<file path="src/rtl/serial_monitor.sv">
//==============================================================================
// Module      : serial_monitor
// Description : Host-command monitor between the UART byte FIFOs, system memory
//               and the CPU control pins. Parses framed LOAD / DUMP / EXEC /
//               SUM commands and answers anything else with a NAK byte.
// Revision    : 1.0 - initial release
//==============================================================================
`default_nettype none

module serial_monitor #(
    parameter int MEM_ADDR_WIDTH = 18,
    parameter int ADDR_BYTES     = 3,
    parameter int LEN_BYTES      = 2,
    parameter int ECHO           = 1
) (
    input  logic                      clk,
    input  logic                      reset_n,
    input  logic                      abort,
    input  logic                      rx_empty,
    input  logic [7:0]                rx_data,
    output logic                      rx_read,
    input  logic                      tx_full,
    output logic [7:0]                tx_data,
    output logic                      tx_write,
    output logic [MEM_ADDR_WIDTH-1:0] mem_raddr,
    output logic [MEM_ADDR_WIDTH-1:0] mem_waddr,
    output logic [7:0]                mem_wdata,
    output logic                      mem_write,
    input  logic [7:0]                mem_rdata,
    output logic                      running,
    output logic                      cpu_reset,
    output logic                      cpu_halt,
    input  logic                      cpu_halted,
    output logic [MEM_ADDR_WIDTH-1:0] start_addr
);

    localparam int   c_H        = 1 + ADDR_BYTES + LEN_BYTES;
    localparam int   c_HDR_W    = 8 * c_H;
    localparam int   c_ADDR_HW  = 8 * ADDR_BYTES;
    localparam int   c_LEN_W    = 8 * LEN_BYTES;
    localparam bit   c_ECHO_ON  = (ECHO != 0);
    localparam logic [2:0] c_H_LAST   = 3'(c_H - 1);
    localparam logic [1:0] c_IDX_LAST = 2'(LEN_BYTES - 1);
    localparam logic [MEM_ADDR_WIDTH-1:0] c_ADDR_INC = MEM_ADDR_WIDTH'(1);
    localparam logic [c_LEN_W-1:0]        c_LEN_ONE  = c_LEN_W'(1);

    typedef enum logic [3:0] {
        S_HDR       = 4'd0,
        S_DECODE    = 4'd1,
        S_LOAD      = 4'd2,
        S_DUMP_RD   = 4'd3,
        S_DUMP_WAIT = 4'd4,
        S_DUMP_TX   = 4'd5,
        S_SUM_RD    = 4'd6,
        S_SUM_WAIT  = 4'd7,
        S_SUM_ACC   = 4'd8,
        S_SUM_HI    = 4'd9,
        S_SUM_LO    = 4'd10,
        S_EXEC_W    = 4'd11,
        S_START     = 4'd12,
        S_RUN       = 4'd13,
        S_NAK       = 4'd14
    } state_t;

    state_t                    r_state;
    logic [2:0]                r_hcnt;
    logic [c_HDR_W-1:0]        r_hdr;
    logic [MEM_ADDR_WIDTH-1:0] r_addr;
    logic [c_LEN_W-1:0]        r_len;
    logic [15:0]               r_sum;
    logic [1:0]                r_idx;
    logic                      r_first;

    logic [7:0]         w_cmd;
    logic [c_ADDR_HW-1:0] w_hdr_addr;
    logic [c_LEN_W-1:0] w_hdr_len;
    logic [31:0]        w_addr32;
    logic [15:0]        w_len16;
    logic [7:0]         w_exec_byte;
    logic               w_rx_ok;
    logic               w_len_last;
    logic               w_unused;

    // Header fields as laid out in the shift register: cmd first, len last.
    assign w_cmd      = r_hdr[c_HDR_W-1 -: 8];
    assign w_hdr_addr = r_hdr[c_LEN_W +: c_ADDR_HW];
    assign w_hdr_len  = r_hdr[c_LEN_W-1:0];
    assign w_addr32   = 32'(w_hdr_addr);
    assign w_len16    = 16'(r_len);

    // A byte can be taken when one is waiting and, with echo on, TX has room.
    assign w_rx_ok    = !rx_empty && (!c_ECHO_ON || !tx_full);
    assign w_len_last = (r_len == c_LEN_ONE);

    // Only cmd[2:0] selects a command; upper header address bits are dropped.
    assign w_unused   = ^{w_cmd[7:3], w_addr32};

    // EXEC writes the length field big-endian: index 0 carries the MSB.
    always_comb begin
        w_exec_byte = w_len16[7:0];
        if ((LEN_BYTES == 2) && (r_idx == 2'd0)) begin
            w_exec_byte = w_len16[15:8];
        end
    end

    // Command state machine; every output is a register driven from here.
    always_ff @(posedge clk or negedge reset_n) begin
        if (!reset_n) begin
            r_state    <= S_HDR;
            r_hcnt     <= '0;
            r_hdr      <= '0;
            r_addr     <= '0;
            r_len      <= '0;
            r_sum      <= '0;
            r_idx      <= '0;
            r_first    <= 1'b0;
            rx_read    <= 1'b0;
            tx_write   <= 1'b0;
            tx_data    <= '0;
            mem_raddr  <= '0;
            mem_waddr  <= '0;
            mem_wdata  <= '0;
            mem_write  <= 1'b0;
            running    <= 1'b0;
            cpu_reset  <= 1'b0;
            cpu_halt   <= 1'b1;
            start_addr <= '0;
        end else if (abort) begin
            // Abort beats everything: drop all strobes and reclaim the CPU.
            r_state   <= S_HDR;
            r_hcnt    <= '0;
            rx_read   <= 1'b0;
            tx_write  <= 1'b0;
            mem_write <= 1'b0;
            cpu_reset <= 1'b0;
            running   <= 1'b0;
            cpu_halt  <= 1'b1;
        end else begin
            rx_read   <= 1'b0;
            tx_write  <= 1'b0;
            mem_write <= 1'b0;
            cpu_reset <= 1'b0;

            case (r_state)
                S_HDR: begin
                    if (w_rx_ok) begin
                        rx_read  <= 1'b1;
                        tx_write <= c_ECHO_ON;
                        tx_data  <= rx_data;
                        r_hdr    <= {r_hdr[c_HDR_W-9:0], rx_data};
                        if (r_hcnt == c_H_LAST) begin
                            r_hcnt  <= '0;
                            r_state <= S_DECODE;
                        end else begin
                            r_hcnt <= r_hcnt + 3'd1;
                        end
                    end
                end

                S_DECODE: begin
                    r_addr <= w_addr32[MEM_ADDR_WIDTH-1:0];
                    r_len  <= w_hdr_len;
                    r_sum  <= '0;
                    r_idx  <= '0;
                    case (w_cmd[2:0])
                        3'd1:    r_state <= (w_hdr_len == '0) ? S_HDR : S_LOAD;
                        3'd2:    r_state <= (w_hdr_len == '0) ? S_HDR : S_DUMP_RD;
                        3'd3:    r_state <= S_EXEC_W;
                        3'd4:    r_state <= (w_hdr_len == '0) ? S_SUM_HI : S_SUM_RD;
                        default: r_state <= S_NAK;
                    endcase
                end

                S_LOAD: begin
                    if (w_rx_ok) begin
                        rx_read   <= 1'b1;
                        tx_write  <= c_ECHO_ON;
                        tx_data   <= rx_data;
                        mem_write <= 1'b1;
                        mem_waddr <= r_addr;
                        mem_wdata <= rx_data;
                        r_addr    <= r_addr + c_ADDR_INC;
                        r_len     <= r_len - c_LEN_ONE;
                        if (w_len_last) begin
                            r_state <= S_HDR;
                        end
                    end
                end

                S_DUMP_RD: begin
                    mem_raddr <= r_addr;
                    r_state   <= S_DUMP_WAIT;
                end

                S_DUMP_WAIT: r_state <= S_DUMP_TX;

                S_DUMP_TX: begin
                    if (!tx_full) begin
                        tx_write <= 1'b1;
                        tx_data  <= mem_rdata;
                        r_addr   <= r_addr + c_ADDR_INC;
                        r_len    <= r_len - c_LEN_ONE;
                        r_state  <= w_len_last ? S_HDR : S_DUMP_RD;
                    end
                end

                S_SUM_RD: begin
                    mem_raddr <= r_addr;
                    r_state   <= S_SUM_WAIT;
                end

                S_SUM_WAIT: r_state <= S_SUM_ACC;

                S_SUM_ACC: begin
                    r_sum   <= r_sum + {8'h00, mem_rdata};
                    r_addr  <= r_addr + c_ADDR_INC;
                    r_len   <= r_len - c_LEN_ONE;
                    r_state <= w_len_last ? S_SUM_HI : S_SUM_RD;
                end

                S_SUM_HI: begin
                    if (!tx_full) begin
                        tx_write <= 1'b1;
                        tx_data  <= r_sum[15:8];
                        r_state  <= S_SUM_LO;
                    end
                end

                S_SUM_LO: begin
                    if (!tx_full) begin
                        tx_write <= 1'b1;
                        tx_data  <= r_sum[7:0];
                        r_state  <= S_HDR;
                    end
                end

                S_EXEC_W: begin
                    mem_write <= 1'b1;
                    mem_waddr <= MEM_ADDR_WIDTH'(r_idx);
                    mem_wdata <= w_exec_byte;
                    if (r_idx == c_IDX_LAST) begin
                        r_state <= S_START;
                    end else begin
                        r_idx <= r_idx + 2'd1;
                    end
                end

                S_START: begin
                    cpu_reset  <= 1'b1;
                    cpu_halt   <= 1'b0;
                    running    <= 1'b1;
                    start_addr <= r_addr;
                    r_first    <= 1'b1;
                    r_state    <= S_RUN;
                end

                S_RUN: begin
                    // The halt input may still be stale from before the start pulse.
                    r_first <= 1'b0;
                    if (!r_first && cpu_halted) begin
                        running  <= 1'b0;
                        cpu_halt <= 1'b1;
                        r_state  <= S_HDR;
                    end
                end

                S_NAK: begin
                    if (!tx_full) begin
                        tx_write <= 1'b1;
                        tx_data  <= 8'hFF;
                        r_state  <= S_HDR;
                    end
                end

                default: r_state <= S_HDR;
            endcase
        end
    end

endmodule

`default_nettype wire

</file>
<file path="config.mk">
export PLATFORM = sky130hd
export DESIGN_NAME = serial_monitor
export DESIGN_NICKNAME = d
export VERILOG_FILES = /design/src/rtl/serial_monitor.sv
export SDC_FILE = /design/constraint.sdc
export NUM_CORES = 1
export LEC_CHECK = 0
export BUFFER_PORTS_ARGS = -buffer_cell sky130_fd_sc_hd__buf_2
export CAP_MARGIN = 20
export CORE_MARGIN = 5
export CORE_UTILIZATION = 59
export CTS_CLUSTER_DIAMETER = 150
export DETAILED_ROUTE_END_ITERATION = 10
export PLACE_DENSITY = 0.8
export SLEW_MARGIN = 40
export SYNTH_ARGS = -nofsm -noshare
export SYNTH_HDL_FRONTEND = slang
export SYNTH_SLANG_ARGS = --single-unit
</file>
<file path="constraint.sdc">
create_clock -name clk -period 2.9 [get_ports clk]
set_input_delay 0.29 -clock clk [delete_from_list [all_inputs] [get_ports clk]]
set_output_delay 0.29 -clock clk [all_outputs]
set_load 0.005 [all_outputs]
</file>
==> impl_metrics.py, run 1 <==
metrics = {
    "status": {
        "status": "complete, no violations",
    },
    "power": {
        "finalPower_w": 0.00583,
        "power.density_nw_per_um2": 585,
        "internal-power_w": 0.00417,
        "pwr-share-comb": 0.115,
        "p_sw_frac": 0.284,
        "clkPwrFrac": 0.379,
        "p_leak_nw": 4.57,
        "p_sw_w": 0.00165,
        "power_frac_seq": 0.506,
        "vdd_drop_max_v": 0.000450,
    },
    "clocking": {
        "cts-root-buf": "clkbuf_16",
        "clkTransAtPathRegs_ns": 0.07,
        "cts_buffers": 17,
        "clock_sinks": 174,
        "clk_latency_ns": 0.43,
        "cts_tree": "built",
        "cts_buffer_depth": 2,
        "htreeDepth": 4,
    },
    "timing": {
        "min_period_ns": 2.48,
        "setup_slack_ns": 0.422,
        "slew_headroom": 0.535,
        "hold_viol_final": 0,
        "tightest_slew_ns": 0.691,
        "tns_ns": 0,
        "skew_ns": 0.0122,
        "period_share": 0.855,
        "setup_viol": 0,
        "timing.fmax_mhz": 404,
        "rsz0062_at_grt": "false",
        "final-max-slew-violation-count": 0,
    },
    "flow_run": {
        "drv_cap": 0,
    },
    "die": {
        "ios": 98,
        "die_h_um": 131,
        "initial_core_util": 0.596,
        "fp.dieArea_um2": 17100,
        "die_w_um": 131,
        "rows": 44,
        "core_area_um2": 14400,
    },
    "detailed_routing": {
        "drt_pass1_iterations": 5,
        "drcViolationCount": 0,
        "drtAntennaViolNets": 0,
        "drtIter0Drc": 931,
        "via_count": 7083,
        "avgRoutedWirePerCell_um": 18.7,
        "wirelength_um": 21300,
        "vias_per_cell": 6.21,
    },
    "setup_path": {
        "cp_max_fo": 15,
        "r2r_slack_ns": 0.42,
        "slowest_stage": "dfrtp_1",
        "cp_data_required_time_ns": 3.19,
        "worstSetupPathType": "reg2reg",
        "start_kind": "flip-flop",
        "r2r_cells": 7,
        "r2r_start": "r_state[0]",
        "r2r-end": "r_len[11]",
        "slowest_delay_ns": 0.62,
        "cp.arrival_ns": 2.77,
        "critPathMostFrequentCell": "o21ai_0",
        "path_cells": "nand2b_1 > o32ai_1 > o211a_1 > buf_4 > o21ai_0 > nand2_1 > o21ai_0",
        "cp-end-kind": "flip-flop",
    },
    "synthesis": {
        "synth_ff_type": "dfrtp_1",
        "syn_area_per_cell_um2": 10.1,
        "synthCells": 849,
        "seq_area_frac_synth": 0.507,
        "synth_async_sr_flop_share": 1.00,
        "ys_warn_count": 0,
        "ys_seq_elements": 174,
        "ys_types": 65,
        "syn-cell-area_um2": 8600,
        "synth-edff-count": 0,
        "syn_nets": 885,
    },
    "placed_design": {
        "io_buffers": 97,
        "place.gp.congestion": 0.912,
        "dp_cells": 1108,
        "dp_hpwl_um": 14900,
        "pre_cts_ws_ns": 0.533,
    },
    "grt": {
        "grt_overflow": 0,
        "antenna_found_initial": 0,
        "grt_max_degree": 71,
        "grt_first_pass_wirelength_um": 34300,
        "grt_pass1_vias": 6692,
        "gr-usage-all-layers": 0.254,
    },
    "cells_and_area": {
        "nets": 980,
        "final_common_cell": "dfrtp_1",
        "layout_common_cells": "dfrtp_1 (173), buf_2 (96), nand2_1 (78)",
        "drive_above_1_share": 0.252,
        "synthToLayoutAreaGrowth_pct": 15.8,
        "fin_cells": 1141,
        "diodes": 0,
    },
    "worst_hold_path": {
        "hold_start": "rx_data[2]",
        "min_to": "r_hdr[2]",
        "whs_path_depth": 2,
        "holdCritPathClass": "in2reg",
    },
}
-- what timing repair did --
action                    CTS  global route
hold endpoints to repair   67             0
hold buffers                1             0
gates resized for setup     0             0
setup buffers               0             0
-- registers in the layout, summed over array words and instances (netlist names), 2 cells and up --
name / flops
start_addr: 18
tx_data: 8
r_hcnt: 3
r_hdr: 38
mem_waddr: 18
r_addr: 18
r_idx: 2
r_len: 16
mem_wdata: 8
mem_raddr: 18
r_sum: 16
r_state: 4
-- cell usage after synthesis (all sizes together), types with 8 or more instances --
master / instances / area share
nor3b: 8 / 0.0070
a22o: 20 / 0.020
ha: 13 / 0.019
a21oi: 71 / 0.041
a22oi: 12 / 0.010
clkbuf: 31 / 0.014
nand2: 78 / 0.034
o21ai: 78 / 0.045
nor4: 11 / 0.011
nor2b: 8 / 0.0058
inv: 18 / 0.0079
xnor2: 8 / 0.0090
dfrtp: 173 / 0.50
nand3: 31 / 0.018
buf: 21 / 0.014
nor2: 63 / 0.028
o22ai: 12 / 0.0087
mux2: 69 / 0.090
a2bb2oi: 9 / 0.0092
nor3: 21 / 0.013
mux2i: 11 / 0.013
-- worst max-delay path by stage --
stage | end | start
floorplan | r_addr[8] | r_state[3]
global placement | r_addr[5] | r_state[2]
detailed placement | r_len[14] | r_len[0]
CTS | r_len[11] | r_state[0]
global route | r_len[11] | r_state[0]
finish | r_len[11] | r_state[0]
-- per-layer routing --
metal / part of all wire / wire (um) / GRT usage / up-vias
met4: 0.011 / 244 / 0.0611 / 0
met1: 0.43 / 9210 / 0.362 / 3541
li1: - / - / - / 3269
met5: 0 / 0 / 0 / -
met3: 0.061 / 1300 / 0.0516 / 23
met2: 0.50 / 10600 / 0.406 / 250
-- power groups by stage --
stage | Sequential [W] | Combinational, W | Clock (W)
final | 0.00295 | 0.000667 | 0.00221
after global routing | 0.00298 | 0.000740 | 0.00235
after CTS | 0.00294 | 0.000668 | 0.00223
after detailed placement | 0.00299 | 0.000660 | 0
after global placement | 0.00298 | 0.000634 | 0
after floorplan | 0.00287 | 0.000481 | 0
-- final cells by class --
class | instances | area, um2
Fill cell | 1123 | 4470
Timing Repair Buffer | 128 | 764
Sequential cell | 174 | 4360
Inverter | 18 | 67.6
Clock buffer | 18 | 429
Multi-Input combinational cell | 605 | 3960
Tap cell | 184 | 230
Clock inverter | 14 | 149
-- per-stage QoR --
| step | utilization | hold WS [ns] | cell area (um2) |
|---|---|---|---|
| 6_report | 0.690 | 0.146 | 9950 |
| 5_1_grt | 0.690 | 0.138 | 9950 |
| 4_1_cts | 0.690 | 0.134 | 9950 |
| 3_5_place_dp | 0.649 | 0.345 | 9370 |
| 3_3_place_gp | 0.649 | 0.352 | 9370 |
| 2_1_floorplan | - | -0.00559 | 8600 |
-- worst max-delay path: cells and delay by family, from the launching register on --
kind	cells	cell delay (ns)
AND/OR/NAND/NOR	2	0.35
AO/OA/AOI/OAI	4	1.08
buffers and inverters	1	0.29
flip-flops	1	0.62
-- cell families (layout without fill, tap and decap cells) --
family / Yosys count / in the layout / share of synthesized area
adder cells (fa/ha/maj): 14 / 14 / 0.0212
multiplexers: 80 / 80 / 0.103
flip-flops: 174 / 174 / 0.507
buffers and inverters: 70 / 178 / 0.0354
XOR/XNOR: 12 / 12 / 0.0131
AND/OR/NAND/NOR: 257 / 257 / 0.148
AO/OA/AOI/OAI: 242 / 242 / 0.173
(Power assumes the default switching activity.)
==> run 2: changes to the inputs <==
BUFFER_PORTS_ARGS = not set   (was -buffer_cell sky130_fd_sc_hd__buf_2)
CORE_UTILIZATION = 64   (was 59)
DONT_BUFFER_PORTS = 1   (was not set)
==> impl_metrics.py, run 2 (synthesis results as in run 1) <==
metrics = {
    "detailed_routing": {
        "avgRoutedWirePerCell_um": 21.0,
        "wirelength_um": 21800,
        "drt_pass1_iterations": 5,
        "vias_per_cell": 6.59,
        "drcViolationCount": 0,
        "drtAntennaViolNets": 0,
        "via_count": 6826,
        "drtIter0Drc": 669,
    },
    "grt": {
        "met1_usage": 0.392,
        "use_met3": 0.0593,
        "antenna_found_initial": 0,
        "grt_first_pass_wirelength_um": 35600,
        "met2_usage": 0.430,
        "grt_overflow": 0,
        "grt_max_degree": 175,
        "busiest_layer": "met2",
        "grt_pass1_vias": 6667,
        "gr-usage-all-layers": 0.277,
    },
    "die": {
        "die_h_um": 126,
        "fp.dieArea_um2": 15900,
        "die_w_um": 126,
        "rows": 42,
        "ios": 98,
        "core_area_um2": 13200,
        "initial_core_util": 0.652,
    },
    "setup_path": {
        "cp.arrival_ns": 2.86,
        "cp_max_fo": 16,
        "critPathBufInv": 1,
        "critPathTopFamily": "compound AO/OA/AOI/OAI gates",
        "cp-end-kind": "flip-flop",
        "worstSetupPathType": "reg2reg",
        "path_cells": "nor4b_1 > a21oi_1 > o211a_1 > buf_4 > o21ai_0 > nand2_1 > o21ai_0",
        "start_kind": "flip-flop",
        "cp_data_required_time_ns": 3.24,
        "critPathMostFrequentCell": "o21ai_0",
        "slowest_stage": "dfrtp_1",
        "slowest_delay_ns": 0.69,
        "r2r_slack_ns": 0.38,
    },
    "clocking": {
        "cts_buffer_depth": 2,
        "clock_sinks": 174,
        "clk_latency_ns": 0.43,
        "cts_tree": "built",
        "cts-root-buf": "clkbuf_16",
        "htreeDepth": 4,
        "cts_buffers": 17,
        "clkTransAtPathRegs_ns": 0.07,
        "hold_buffers": 8,
    },
    "timing": {
        "rsz0062_at_grt": "false",
        "whs_ns": -0.447,
        "period_share": 0.869,
        "setup_viol": 0,
        "tns_ns": 0,
        "final-max-slew-violation-count": 0,
        "min_period_ns": 2.52,
        "slew_headroom": 0.514,
        "setup_slack_ns": 0.380,
        "tightest_slew_ns": 0.728,
        "skew_ns": 0.00959,
        "timing.fmax_mhz": 397,
        "hold_viol_final": 174,
    },
    "cells_and_area": {
        "drive_above_1_share": 0.162,
        "finalInstanceArea_um2": 9500,
        "layout_common_cells": "dfrtp_1 (173), nand2_1 (78), o21ai_0 (77)",
        "diodes": 0,
        "synthToLayoutAreaGrowth_pct": 10.4,
        "final_common_cell": "dfrtp_1",
        "nets": 883,
        "nFillCells": 918,
        "top_register": "r_hdr",
        "largest_reg_flops": 38,
    },
    "status": {
        "status": "finished, violations left",
        "violations": "negative hold slack",
    },
    "power": {
        "p_leak_nw": 4.11,
        "power.density_nw_per_um2": 621,
        "vdd_drop_max_v": 0.000549,
        "finalPower_w": 0.00590,
    },
    "placed_design": {
        "place.gp.congestion": 0.899,
        "pre_cts_ws_ns": 0.376,
        "dp_hpwl_um": 14800,
        "io_buffers": 0,
        "place_area_um2": 8790,
    },
    "worst_hold_path": {
        "holdCritPathClass": "in2async",
    },
    "flow_run": {
        "drv_cap": 0,
    },
}
-- run 2: cell types whose count changed in the layout (fill, tap and decap cells not counted), sizes merged --
cell         before  now
clkinvlp          2    1
clkbuf           18   20
bufinv            0    2
clkinv            6    2
buf             127   23
inv              24   25
dlygate4sd3       1    8
-- run 2: per-stage QoR --
stage                     std cells   util
after floorplan                 849      -
after global placement          996  0.667
after detailed placement        996  0.667
after CTS                      1036  0.719
after global routing           1036  0.720
final                          1036  0.720
-- run 2: cell type report --
class,count,area [um2],area share
Clock buffer,20,467,0.0492
Sequential cell,174,4360,0.459
Timing Repair Buffer,31,278,0.0293
Inverter,18,67.6,0.00712
Multi-Input combinational cell,605,3960,0.417
Tap cell,176,220,0.0232
Clock inverter,12,145,0.0153
-- run 2: final timing paths --
| check | startpoint | end | depth (start not counted) |
|---|---|---|---|
| setup / recovery | r_state[1] | r_len[4] | 7 |
| hold / removal | reset_n | r_sum[7] | 0 |
| setup reg to reg | r_state[1] | r_len[4] | 7 |
| hold reg to reg | r_hdr[34] | r_hdr[42] | 1 |
| max in group asynchronous | reset_n | mem_wdata[4] | 0 |
| min in group clk | rx_data[7] | r_hdr[7] | 1 |
-- run 2: per-layer routing --
layer  routed length [um]  part of all wire
met1                 9600              0.44
met2                10300              0.47
met3                 1330             0.061
met4                  537             0.025
met5                    0                 0
-- run 2: repair_timing --
action | in CTS | in global routing
gates resized for setup | 0 | 1
endpoints found under the setup margin | 0 | 1
hold endpoints to repair | 186 | 174
buffers inserted | 0 | 0
-- run 2: where the power goes --
part           leakage (nW)  internal, W  switching [W]  total [W]
Combinational          1.54     0.000322       0.000248   0.000570
Clock                 0.301      0.00136        0.00100    0.00236
Sequential             2.27      0.00268       0.000286    0.00297
